## config.mk

```make
export PLATFORM = sky130hd
export DESIGN_NAME = bin_a_bcd
export DESIGN_NICKNAME = d
export VERILOG_FILES = /design/src/rtl/bin_a_bcd.sv
export SDC_FILE = /design/constraint.sdc
export NUM_CORES = 1
export LEC_CHECK = 0
export ABC_AREA = 0
export ABC_CLOCK_PERIOD_IN_PS = 2500
export CAP_MARGIN = 30
export CORE_MARGIN = 1
export CORE_UTILIZATION = 25
export DETAILED_ROUTE_END_ITERATION = 6
export PLACE_DENSITY = 0.52
export SLEW_MARGIN = 40
export SYNTH_ARGS = -nofsm -noshare
export SYNTH_HDL_FRONTEND = slang
export SYNTH_SLANG_ARGS = --single-unit
```

## constraint.sdc

```tcl
create_clock -name clk -period 2.5 [get_ports clk]
set_input_delay 0.25 -clock clk [delete_from_list [all_inputs] [get_ports clk]]
set_output_delay 0.25 -clock clk [all_outputs]
set_load 0.02 [all_outputs]
```

## src/rtl/bin_a_bcd.sv

```systemverilog
// Sequential double-dabble converter from a WIDTH-bit unsigned product to two BCD digits.
// Optional 7-segment outputs (active-low, common anode) are enabled by defining BIN_A_BCD_SEG7_EN.
module bin_a_bcd #(
  parameter int WIDTH = 6
) (
  input  logic             clk,
  input  logic             rst,
  input  logic             init,
  input  logic [WIDTH-1:0] pp,
  output logic [3:0]       dec,
  output logic [3:0]       uni,
  output logic             busy,
  output logic             done
`ifdef BIN_A_BCD_SEG7_EN
  ,
  output logic [6:0]       seg_dec,
  output logic [6:0]       seg_uni
`endif
);

  typedef enum logic [1:0] {
    IDLE  = 2'd0,
    ADD   = 2'd1,
    SHIFT = 2'd2,
    DONE  = 2'd3
  } state_t;

  state_t             r_state;
  state_t             w_next;
  logic [3:0]         r_t;
  logic [3:0]         r_u;
  logic [WIDTH-1:0]   r_b;
  logic [2:0]         r_cnt;
  logic [3:0]         r_dec;
  logic [3:0]         r_uni;

  logic [3:0]         w_tAdj;
  logic [3:0]         w_uAdj;
  logic [WIDTH+7:0]   w_shifted;
  logic [2:0]         w_cntDec;
  logic               w_lastShift;

  // Each digit that would overflow past 9 after doubling is pre-biased by 3.
  assign w_tAdj      = (r_t >= 4'd5) ? (r_t + 4'd3) : r_t;
  assign w_uAdj      = (r_u >= 4'd5) ? (r_u + 4'd3) : r_u;
  assign w_shifted   = {r_t[2:0], r_u, r_b, 1'b0};
  assign w_cntDec    = r_cnt - 3'd1;
  assign w_lastShift = (w_cntDec == 3'd0);

  always_ff @(posedge clk or negedge rst) begin
    if (!rst) begin
      r_state <= IDLE;
    end else begin
      r_state <= w_next;
    end
  end

  always_comb begin
    w_next = r_state;
    busy   = 1'b0;
    done   = 1'b0;
    case (r_state)
      IDLE: begin
        if (init) begin
          w_next = ADD;
        end
      end
      ADD: begin
        busy   = 1'b1;
        w_next = SHIFT;
      end
      SHIFT: begin
        busy   = 1'b1;
        w_next = w_lastShift ? DONE : ADD;
      end
      DONE: begin
        done   = 1'b1;
        w_next = IDLE;
      end
      default: begin
        w_next = IDLE;
      end
    endcase
  end

  // Working register and result digits; results only move on the final shift.
  always_ff @(posedge clk or negedge rst) begin
    if (!rst) begin
      r_t   <= 4'd0;
      r_u   <= 4'd0;
      r_b   <= '0;
      r_cnt <= 3'd0;
      r_dec <= 4'd0;
      r_uni <= 4'd0;
    end else begin
      case (r_state)
        IDLE: begin
          if (init) begin
            r_t   <= 4'd0;
            r_u   <= 4'd0;
            r_b   <= pp;
            r_cnt <= 3'(WIDTH);
          end
        end
        ADD: begin
          r_t <= w_tAdj;
          r_u <= w_uAdj;
        end
        SHIFT: begin
          r_t   <= w_shifted[WIDTH+7:WIDTH+4];
          r_u   <= w_shifted[WIDTH+3:WIDTH];
          r_b   <= w_shifted[WIDTH-1:0];
          r_cnt <= w_cntDec;
          if (w_lastShift) begin
            r_dec <= w_shifted[WIDTH+7:WIDTH+4];
            r_uni <= w_shifted[WIDTH+3:WIDTH];
          end
        end
        default: begin
        end
      endcase
    end
  end

  assign dec = r_dec;
  assign uni = r_uni;

`ifdef BIN_A_BCD_SEG7_EN
  // Segment order is g..a from bit 6 down to bit 0; a low bit lights the segment.
  function automatic logic [6:0] segDecode(input logic [3:0] digit);
    logic [6:0] seg;
    case (digit)
      4'd0:    seg = 7'b1000000;
      4'd1:    seg = 7'b1111001;
      4'd2:    seg = 7'b0100100;
      4'd3:    seg = 7'b0110000;
      4'd4:    seg = 7'b0011001;
      4'd5:    seg = 7'b0010010;
      4'd6:    seg = 7'b0000010;
      4'd7:    seg = 7'b1111000;
      4'd8:    seg = 7'b0000000;
      4'd9:    seg = 7'b0010000;
      default: seg = 7'b1111111;
    endcase
    return seg;
  endfunction

  assign seg_dec = segDecode(r_dec);
  assign seg_uni = segDecode(r_uni);
`endif

endmodule
```

==> results of run 1 <==
## flip-flops by register name (all words and copies together) (netlist names)
name     flops
r_t          4
r_cnt        3
r_u          4
dec          4
r_state      2
uni          4
r_b          6
## placed cells by master, fill, tap and decap left out, drive strengths merged
cell type / netlist / routed
a21oi: 10 / 10
a22oi: 6 / 6
a31oi: 1 / 1
and3: 2 / 2
buf: 6 / 4
clkbuf: 0 / 4
clkdlybuf4s50: 0 / 18
dfrtp: 27 / 27
ha: 11 / 11
inv: 13 / 13
mux2: 8 / 8
nand2: 5 / 5
nand2b: 5 / 5
nand3: 3 / 3
nand3b: 1 / 1
nand4: 4 / 4
nor2: 4 / 4
nor2b: 1 / 1
o211ai: 2 / 2
o21ai: 18 / 18
o22ai: 9 / 9
o2bb2ai: 1 / 1
o31ai: 1 / 1
o41ai: 6 / 6
or2b: 1 / 1
xnor2: 3 / 3
## cell usage after synthesis
library cell | count | area, um2
mux2_4 | 8 | 120
o2bb2ai_1 | 1 | 8.76
dfrtp_1 | 27 | 676
ha_1 | 11 | 138
nand2b_1 | 4 | 25.0
or2b_1 | 1 | 7.51
nand2b_2 | 1 | 8.76
buf_2 | 4 | 20.0
o31ai_1 | 1 | 7.51
and3_1 | 2 | 12.5
nand3_1 | 3 | 15.0
o211ai_1 | 2 | 15.0
xnor2_1 | 3 | 26.3
nor2b_1 | 1 | 6.26
nand2_1 | 5 | 18.8
nand4_1 | 4 | 25.0
nand3b_1 | 1 | 7.51
nor2_1 | 4 | 15.0
a21oi_1 | 10 | 50.1
o22ai_1 | 9 | 56.3
a22oi_1 | 6 | 45.0
a31oi_1 | 1 | 6.26
inv_1 | 13 | 48.8
o41ai_1 | 6 | 52.6
o21ai_0 | 18 | 90.1
buf_6 | 2 | 22.5
## power groups by stage
stage          registers, W  clock network [W]  logic [W]
2_1_floorplan      0.000735                  0   0.000711
3_3_place_gp       0.000728                  0    0.00102
3_5_place_dp       0.000729                  0    0.00102
4_1_cts            0.000720           0.000265    0.00103
5_1_grt            0.000743           0.000276    0.00116
6_report           0.000720           0.000247    0.00102
## final cells by class
class | instances | area [um2]
fillers | 616 | 4060
multi-input cells | 102 | 757
flip-flops and latches | 27 | 676
repair buffers | 22 | 210
well taps | 75 | 93.8
inverters | 13 | 48.8
clock buffers | 4 | 45.0
## path summary, 6_finish.rpt
check | depth (start not counted) | slack [ns] | end | from
max reg2reg | 5 | 0.61 | r_u[0] | r_state[1]
min reg2reg | 1 | 0.52 | uni[3] | uni[3]
max in group asynchronous | 2 | 1.89 | r_b[1] | rst
min in group clk | 1 | 0.52 | uni[3] | uni[3]
min | 2 | 0.35 | dec[2] | rst
max | 3 | 0.40 | busy | r_state[1]
## routing by layer
layer	up-vias	wire length, um	global-route usage (%)
met5	-	0	0
met4	0	0	1.25
met3	0	129	2.84
met2	27	1450	18.8
met1	580	1580	14.2
li1	583	-	-
## through the flow
stage / worst slack [ns] / utilization [%] / cells / hold slack [ns] / total power (W)
finish: 0.399 / 31.1 / 243 / 0.350 / 0.00199
global route: 0.289 / 31.1 / 243 / 0.385 / 0.00218
CTS: 0.378 / 31.1 / 243 / 0.364 / 0.00201
detailed placement: 0.482 / 30.3 / 239 / 0.496 / 0.00175
global placement: 0.609 / 30.3 / 239 / 0.499 / 0.00175
floorplan: 1.01 / - / 148 / -0.0456 / 0.00145
## critical path: stages (launching register included)
cell,delay (ns)
dfrtp_1,0.41
inv_1,0.10
ha_1,0.41
clkdlybuf4s50_1,0.66
## cells by family after synthesis
| group | Yosys count |
|---|---|
| flip-flops | 27 |
| AO/OA/AOI/OAI | 54 |
| XOR/XNOR | 3 |
| buffers and inverters | 19 |
| AND/OR/NAND/NOR | 26 |
| adder cells (fa/ha/maj) | 11 |
| multiplexers | 8 |
==> impl_metrics.csv, run 1 <==
group,metric,value,unit
status,outcome,"complete, no violations",
die,fp.dieW,80.1,um
sta,tns,0,ns
critical_path,crit_fanout,6,
placement,place_area,1790,um2
clock_network,cts_resized,0,
placement,hpwl,2230,um
clock_network,htreeDepth,1,
pwr,p_int,0.00113,W
synthesis,ys_ff_latch,27,
sta,fin_crit_sh,84.1,%
finish,nNetsFinal,189,
pwr,switching_share,43.1,%
global_routing,grt_max_degree,28,
clock_network,postCtsHoldBufs,0,
synthesis,synth_xor_area_share,1.72,%
detailed_routing,wire_per_inst,13.0,um
synthesis,synth_top_family_by_area,"compound AO/OA/AOI/OAI gates",
critical_path,crit_required,2.25,ns
synthesis,yosysSeqAreaShare,44.3,%
detailed_routing,wirelength,3160,um
clock_network,cts_inserted_buffers,3,
die,core_area,5890,um2
die,boundaryPins,19,
synthesis,synth_nets,168,
synthesis,synthMuxAreaShare,7.88,%
clock_network,path_clk_slew,0.09,ns
sta,final-setup-viol-count,0,
synthesis,yosys.area_share.adder,9.03,%
detailed_routing,vias,1190,
clock_network,post_cts_buffers,0,
detailed_routing,avgViaCountPerCell,4.90,
global_routing,grt_pass1_vias,1204,
pwr,p_sw,0.000856,W
synthesis,synth_cells,148,
placement,port_buffers,18,
finish,antenna_cells,0,
sta,tightestPinTransition,0.491,ns
synthesis,yosys_warnings,0,
detailed_routing,drc,0,
critical_path,cp.arrival,1.85,ns
die,dieArea,6410,um2
synthesis,synth.avg_cell_area,10.3,um2
sta,drv_slew,0,
clock_network,cts_buffer_depth,2,
pwr,combPwrFrac,51.3,%
global_routing,grtUsageTotal,11.0,%
sta,hold_viol_final,0,
die,rows,28,
critical_path,start_kind,"flop",
synthesis,synth_cell_type_count,26,
die,start_util,25.9,%
detailed_routing,drt-pass1-iter-count,4,
flow_run,maxCapViolCount,0,
die,die_h,80.1,um
pwr,seq_power_share,36.2,%
clock_network,clock-sinks,27,
pwr,leakagePower,0.753,nW
synthesis,synth_compound_area_share,21.8,%
synthesis,syn_area,1520,um2
pwr,clkPwrFrac,12.4,%
clock_network,clkLatencyLatePin,0.27,ns
clock_network,cts_tree,"built",
critical_path,endpoint_kind,"output port",
global_routing,grt_first_pass_wirelength,5530,um
critical_path,worstSetupPathType,"flop to output port",
finish,drive_gt1_share,9.52,%
finish,syn_to_final_growth,20.1,%
synthesis,synthSimpleGateAreaFrac,9.28,%
global_routing,overflow,0,
sta,post-route-min-period,2.10,ns
sta,rsz0062_at_grt,"no",
sta,relSlewSlack,67.3,%
global_routing,antenna_found_initial,0,
clock_network,cts_root_buffer,"clkbuf_8",
pwr,vdd_ir_drop_max,533,uV
placement,place.gp.congestion,0.816,
detailed_routing,ant_nets,0,
pwr,power_density,1090,nW/um2
sta,finClkSkew,0.00318,ns
hold_path,hold_path_class,"input port to async pin",
finish,postLayoutCellArea,1830,um2
detailed_routing,initialDrtViolationCount,145,
sta,fmax,476,MHz
Power figures use the tool's default switching activity.
==> run 2, diff against run 1 <==
--- a/config.mk
+++ b/config.mk
@@ -6,7 +6,7 @@
 export NUM_CORES = 1
 export LEC_CHECK = 0
 export ABC_AREA = 0
-export ABC_CLOCK_PERIOD_IN_PS = 2500
+export ABC_CLOCK_PERIOD_IN_PS = 2100
 export CAP_MARGIN = 30
 export CORE_MARGIN = 1
 export CORE_UTILIZATION = 25
==> constraint.sdc (replaced) <==
create_clock -name clk -period 2.1 [get_ports clk]
set_input_delay 0.21 -clock clk [delete_from_list [all_inputs] [get_ports clk]]
set_output_delay 0.21 -clock clk [all_outputs]
set_load 0.02 [all_outputs]
==> impl_metrics.csv, run 2 (synthesized netlist as in run 1, its figures left out) <==
group,metric,value,unit
detailed_routing,vias,1176,
die,rows,28,
clock_network,cts_inserted_buffers,3,
finish,largest_register,"r_b",
detailed_routing,ant_nets,0,
critical_path,start_kind,"flop",
critical_path,worstSetupPathType,"flop to flop",
clock_network,cts_root_buffer,"clkbuf_8",
critical_path,crit_fanout,14,
sta,relSlewSlack,65.4,%
pwr,power_density,1300,nW/um2
global_routing,grt_first_pass_wirelength,5530,um
finish,layout_commonest_cell,"dfrtp_1",
die,boundaryPins,19,
sta,fmax,538,MHz
clock_network,htreeDepth,1,
critical_path,r2r-end,"r_t[0]",
sta,whs,0.299,ns
detailed_routing,avgViaCountPerCell,4.80,
critical_path,endpoint_kind,"flop",
finish,largest_register_ff_count,6,
detailed_routing,drt-pass1-iter-count,4,
placement,port_buffers,18,
detailed_routing,wire_per_inst,13.1,um
sta,fin_crit_sh,88.5,%
sta,hold_viol_final,0,
global_routing,overflow,0,
placement,place_area,1800,um2
hold_path,hold_path_class,"input port to async pin",
sta,final-setup-viol-count,0,
global_routing,grtUsageTotal,11.2,%
sta,post-route-min-period,1.86,ns
finish,postLayoutCellArea,1850,um2
placement,dp_slack,0.192,ns
die,fp.dieW,80.1,um
clock_network,cts_tree,"built",
finish,syn_to_final_growth,21.5,%
finish,drive_gt1_share,11.2,%
detailed_routing,drt-met1-wl,1630,um
sta,finClkSkew,0.00915,ns
critical_path,cp.arrival,2.03,ns
detailed_routing,wirelength,3220,um
detailed_routing,dr_wl_met3,100,um
sta,tightestPinTransition,0.520,ns
die,die_h,80.1,um
die,dieArea,6410,um2
sta,setup_slack,0.242,ns
sta,drv_slew,0,
global_routing,antenna_found_initial,0,
die,core_area,5890,um2
detailed_routing,top_layer,"met4",
sta,rsz0062_at_grt,"no",
critical_path,r2r_setup_slack,0.24,ns
critical_path,r2r_cells,5,
clock_network,path_clk_slew,0.10,ns
placement,place.gp.congestion,0.742,
critical_path,r2r-start,"r_state[0]",
clock_network,clkLatencyLatePin,0.27,ns
clock_network,postCtsHoldBufs,0,
die,start_util,25.9,%
placement,dp.cells,241,
detailed_routing,initialDrtViolationCount,73,
global_routing,grt_pass1_vias,1170,
status,outcome,"complete, no violations",
finish,final_cell_mix,"27 x dfrtp_1, 18 x o21ai_0, 17 x clkdlybuf4s50_1",
critical_path,crit_required,2.27,ns
global_routing,grt_max_degree,28,
clock_network,cts_resized,0,
placement,hpwl,2340,um
clock_network,cts_buffer_depth,2,
finish,n_fill_cell,636,
pwr,vdd_ir_drop_max,426,uV
flow_run,maxCapViolCount,0,
finish,antenna_cells,0,
detailed_routing,drc,0,
detailed_routing,route.met2.wl,1480,um
finish,nNetsFinal,191,
pwr,leakagePower,0.772,nW
clock_network,clock-sinks,27,
clock_network,post_cts_buffers,0,
finish,post_layout_nonfiller_instances,245,
sta,tns,0,ns
## run 2: cell count changes in the layout (fill, tap and decap cells not counted), sizes merged
cell           change
clkdlybuf4s50      -1
buf                +2
clkinvlp           +1
dlymetal6s2s       +1
clkbuf             -1
## run 2: power breakdown
group | switching, W | leakage [nW] | internal [W] | total (W)
Combinational | 0.000714 | 0.421 | 0.000535 | 0.00125
Sequential | 0.000168 | 0.330 | 0.000694 | 0.000862
Clock | 0.000166 | 0.0217 | 0.000135 | 0.000300
## run 2: critical path, stage by stage, from the launching register on
cell,delay (ns)
dfrtp_1,0.38
inv_1,0.11
ha_1,0.23
or2b_1,0.41
nand2b_2,0.26
o41ai_1,0.38
## run 2: metal layers
metal,vias to the layer above,GRT usage (%)
met4,0,1.79
met3,2,3.18
met1,573,14.6
met5,-,0
li1,585,-
met2,16,18.5
## run 2: stage by stage
| step | power, W | util [%] |
|---|---|---|
| after floorplan | 0.00172 | - |
| after global placement | 0.00211 | 30.6 |
| after detailed placement | 0.00212 | 30.6 |
| after CTS | 0.00244 | 31.4 |
| after global routing | 0.00264 | 31.5 |
| final | 0.00241 | 31.5 |
## run 2: cell type report
class	instances	area, um2	share of cell area [%]
Multi-Input combinational cell	102	757	40.9
Sequential cell	27	676	36.5
Timing Repair Buffer	24	228	12.3
Tap cell	75	93.8	5.07
Inverter	13	48.8	2.64
Clock buffer	3	41.3	2.23
Clock inverter	1	7.51	0.405
## run 2: worst max path at each step
stage,from,end,slack (ns)
6_report,r_state[0],r_t[0],0.24
5_1_grt,r_state[0],r_t[2],0.12
2_1_floorplan,r_state[0],dec[0],0.61
3_5_place_dp,init,r_t[2],0.19
4_1_cts,r_state[1],busy,0.05
3_3_place_gp,init,r_t[0],0.24
==> run 3, diff against run 2 <==
--- a/config.mk
+++ b/config.mk
@@ -11,7 +11,7 @@
 export CORE_MARGIN = 1
 export CORE_UTILIZATION = 25
 export DETAILED_ROUTE_END_ITERATION = 6
-export PLACE_DENSITY = 0.52
+export PLACE_DENSITY = 0.43
 export SLEW_MARGIN = 40
 export SYNTH_ARGS = -nofsm -noshare
 export SYNTH_HDL_FRONTEND = slang
==> impl_metrics.csv, run 3 (synthesized netlist as in run 1, its figures left out) <==
group,metric,value,unit
status,outcome,"complete, no violations",
die,fp.dieW,80.1,um
finish,seq_area,676,um2
clock_network,post_cts_buffers,0,
flow_run,maxCapViolCount,0,
critical_path,crit_fanout,10,
clock_network,cts_buffer_depth,2,
placement,hpwl,2530,um
clock_network,postCtsHoldBufs,0,
sta,final-setup-viol-count,0,
finish,largest_register_ff_count,6,
finish,post_layout_nonfiller_instances,245,
detailed_routing,drt-pass1-iter-count,5,
global_routing,overflow,0,
detailed_routing,wirelength,3480,um
pwr,combPwrFrac,51.1,%
detailed_routing,vias,1224,
sta,post-route-min-period,1.85,ns
clock_network,cts_inserted_buffers,3,
die,die_h,80.1,um
critical_path,start_kind,"flop",
finish,postLayoutCellArea,1850,um2
critical_path,slowest_delay,0.43,ns
finish,nNetsFinal,191,
critical_path,r2r-start,"r_state[1]",
die,rows,28,
detailed_routing,ant_nets,0,
critical_path,cp_slowest_cell,"dfrtp_1",
sta,hold_viol_final,0,
pwr,leakagePower,0.765,nW
global_routing,grt_max_degree,26,
clock_network,htreeDepth,1,
finish,antenna_cells,0,
clock_network,cts_tree,"built",
clock_network,clock-sinks,27,
pwr,clkPwrFrac,12.8,%
critical_path,cp_cell_sequence,"inv_1, ha_1, nand2b_1, a21oi_1, o21ai_0, o41ai_1",
pwr,vdd_ir_drop_max,475,uV
critical_path,endpoint_kind,"flop",
pwr,power_density,1300,nW/um2
sta,fin_crit_sh,88.2,%
die,boundaryPins,19,
critical_path,worst-path-buf-inv,1,
finish,multi_input_area,758,um2
detailed_routing,wire_per_inst,14.2,um
finish,syn_to_final_growth,21.1,%
detailed_routing,initialDrtViolationCount,77,
placement,dp_slack,0.137,ns
finish,n_fill_cell,622,
pwr,switching_share,44.1,%
pwr,p_sw,0.00106,W
finish,final_cell_mix,"27 x dfrtp_1, 18 x o21ai_0, 17 x clkdlybuf4s50_1",
critical_path,crit_required,2.27,ns
sta,tns,0,ns
die,dieArea,6410,um2
finish,layout_commonest_cell,"dfrtp_1",
critical_path,r2r_setup_slack,0.25,ns
global_routing,grt_pass1_vias,1234,
critical_path,worstSetupPathType,"flop to flop",
detailed_routing,drc,0,
clock_network,cts_root_buffer,"clkbuf_8",
finish,drive_gt1_share,11.2,%
die,core_area,5890,um2
sta,setup_slack,0.248,ns
pwr,p_int,0.00135,W
critical_path,cp.arrival,2.02,ns
sta,fmax,540,MHz
clock_network,clkLatencyLatePin,0.27,ns
global_routing,grtUsageTotal,12.0,%
finish,largest_register,"r_b",
placement,place_area,1800,um2
placement,dp.cells,241,
critical_path,r2r-end,"r_u[1]",
clock_network,path_clk_slew,0.09,ns
pwr,seq_power_share,36.2,%
sta,finClkSkew,0.00642,ns
sta,tightestPinTransition,0.511,ns
global_routing,grt_first_pass_wirelength,5990,um
sta,rsz0062_at_grt,"no",
sta,relSlewSlack,65.9,%
critical_path,crit_family,"compound AO/OA/AOI/OAI gates",
hold_path,hold_path_class,"input port to async pin",
global_routing,antenna_found_initial,0,
die,start_util,25.9,%
critical_path,r2r_cells,6,
sta,drv_slew,0,
placement,place.gp.congestion,0.794,
detailed_routing,avgViaCountPerCell,5.00,
placement,port_buffers,18,
==> run 3: changes by cell type in the layout (fill, tap and decap cells not counted), sizes merged <==
cell          before  now
clkinvlp           1    0
dlygate4sd2        0    1
dlymetal6s2s       1    0
clkbuf             3    4
==> run 3: routing by layer <==
layer	vias to the layer above	global-route usage (%)	routed length, um
met5	-	0	0
met4	0	3.39	34
met3	4	2.05	138
met2	38	20.0	1610
met1	596	15.8	1700
li1	586	-	-
==> run 3: worst max path at each step <==
stage / slack (ns) / end / cells past startpoint / from
finish: 0.25 / r_u[1] / 6 / r_state[1]
global route: 0.04 / r_t[0] / 6 / r_state[1]
CTS: 0.10 / r_t[2] / 5 / r_state[0]
detailed placement: 0.14 / r_t[2] / 5 / r_state[0]
global placement: 0.32 / r_t[0] / 4 / init
floorplan: 0.61 / dec[0] / 5 / r_state[0]
==> run 3: repair_timing <==
item | in CTS | in global routing
endpoints found under the setup margin | 1 | 2
gates resized for setup | 1 | 1
endpoints found under the hold margin | 0 | 0
==> run 3: final cells by class <==
type | instances | area share (%)
multi-input cells | 102 | 41.1
repair buffers | 24 | 12.1
well taps | 75 | 5.08
clock buffers | 4 | 2.44
flip-flops and latches | 27 | 36.6
inverters | 13 | 2.64
==> run 3: stage by stage <==
step	hold slack [ns]	power, W	utilization, %
finish	0.108	0.00241	31.4
global route	0.0949	0.00263	31.4
CTS	0.0963	0.00243	31.3
detailed placement	0.403	0.00212	30.6
global placement	0.392	0.00209	30.6
floorplan	-0.0856	0.00172	-
==> run 3: worst register-to-register path, delay by kind of cell, from the launching register on <==
family          cells  cell delay (ns)
buf+inv             1             0.13
simple gates        1             0.14
flops               1             0.43
compound gates      3             0.66
fa+ha+maj           1             0.39
==> run 3: power groups by stage <==
stage,clock network [W],registers (W),logic (W)
6_report,0.000307,0.000870,0.00123
4_1_cts,0.000324,0.000870,0.00123
2_1_floorplan,0,0.000874,0.000846
3_5_place_dp,0,0.000880,0.00124
5_1_grt,0.000349,0.000893,0.00139
3_3_place_gp,0,0.000871,0.00122
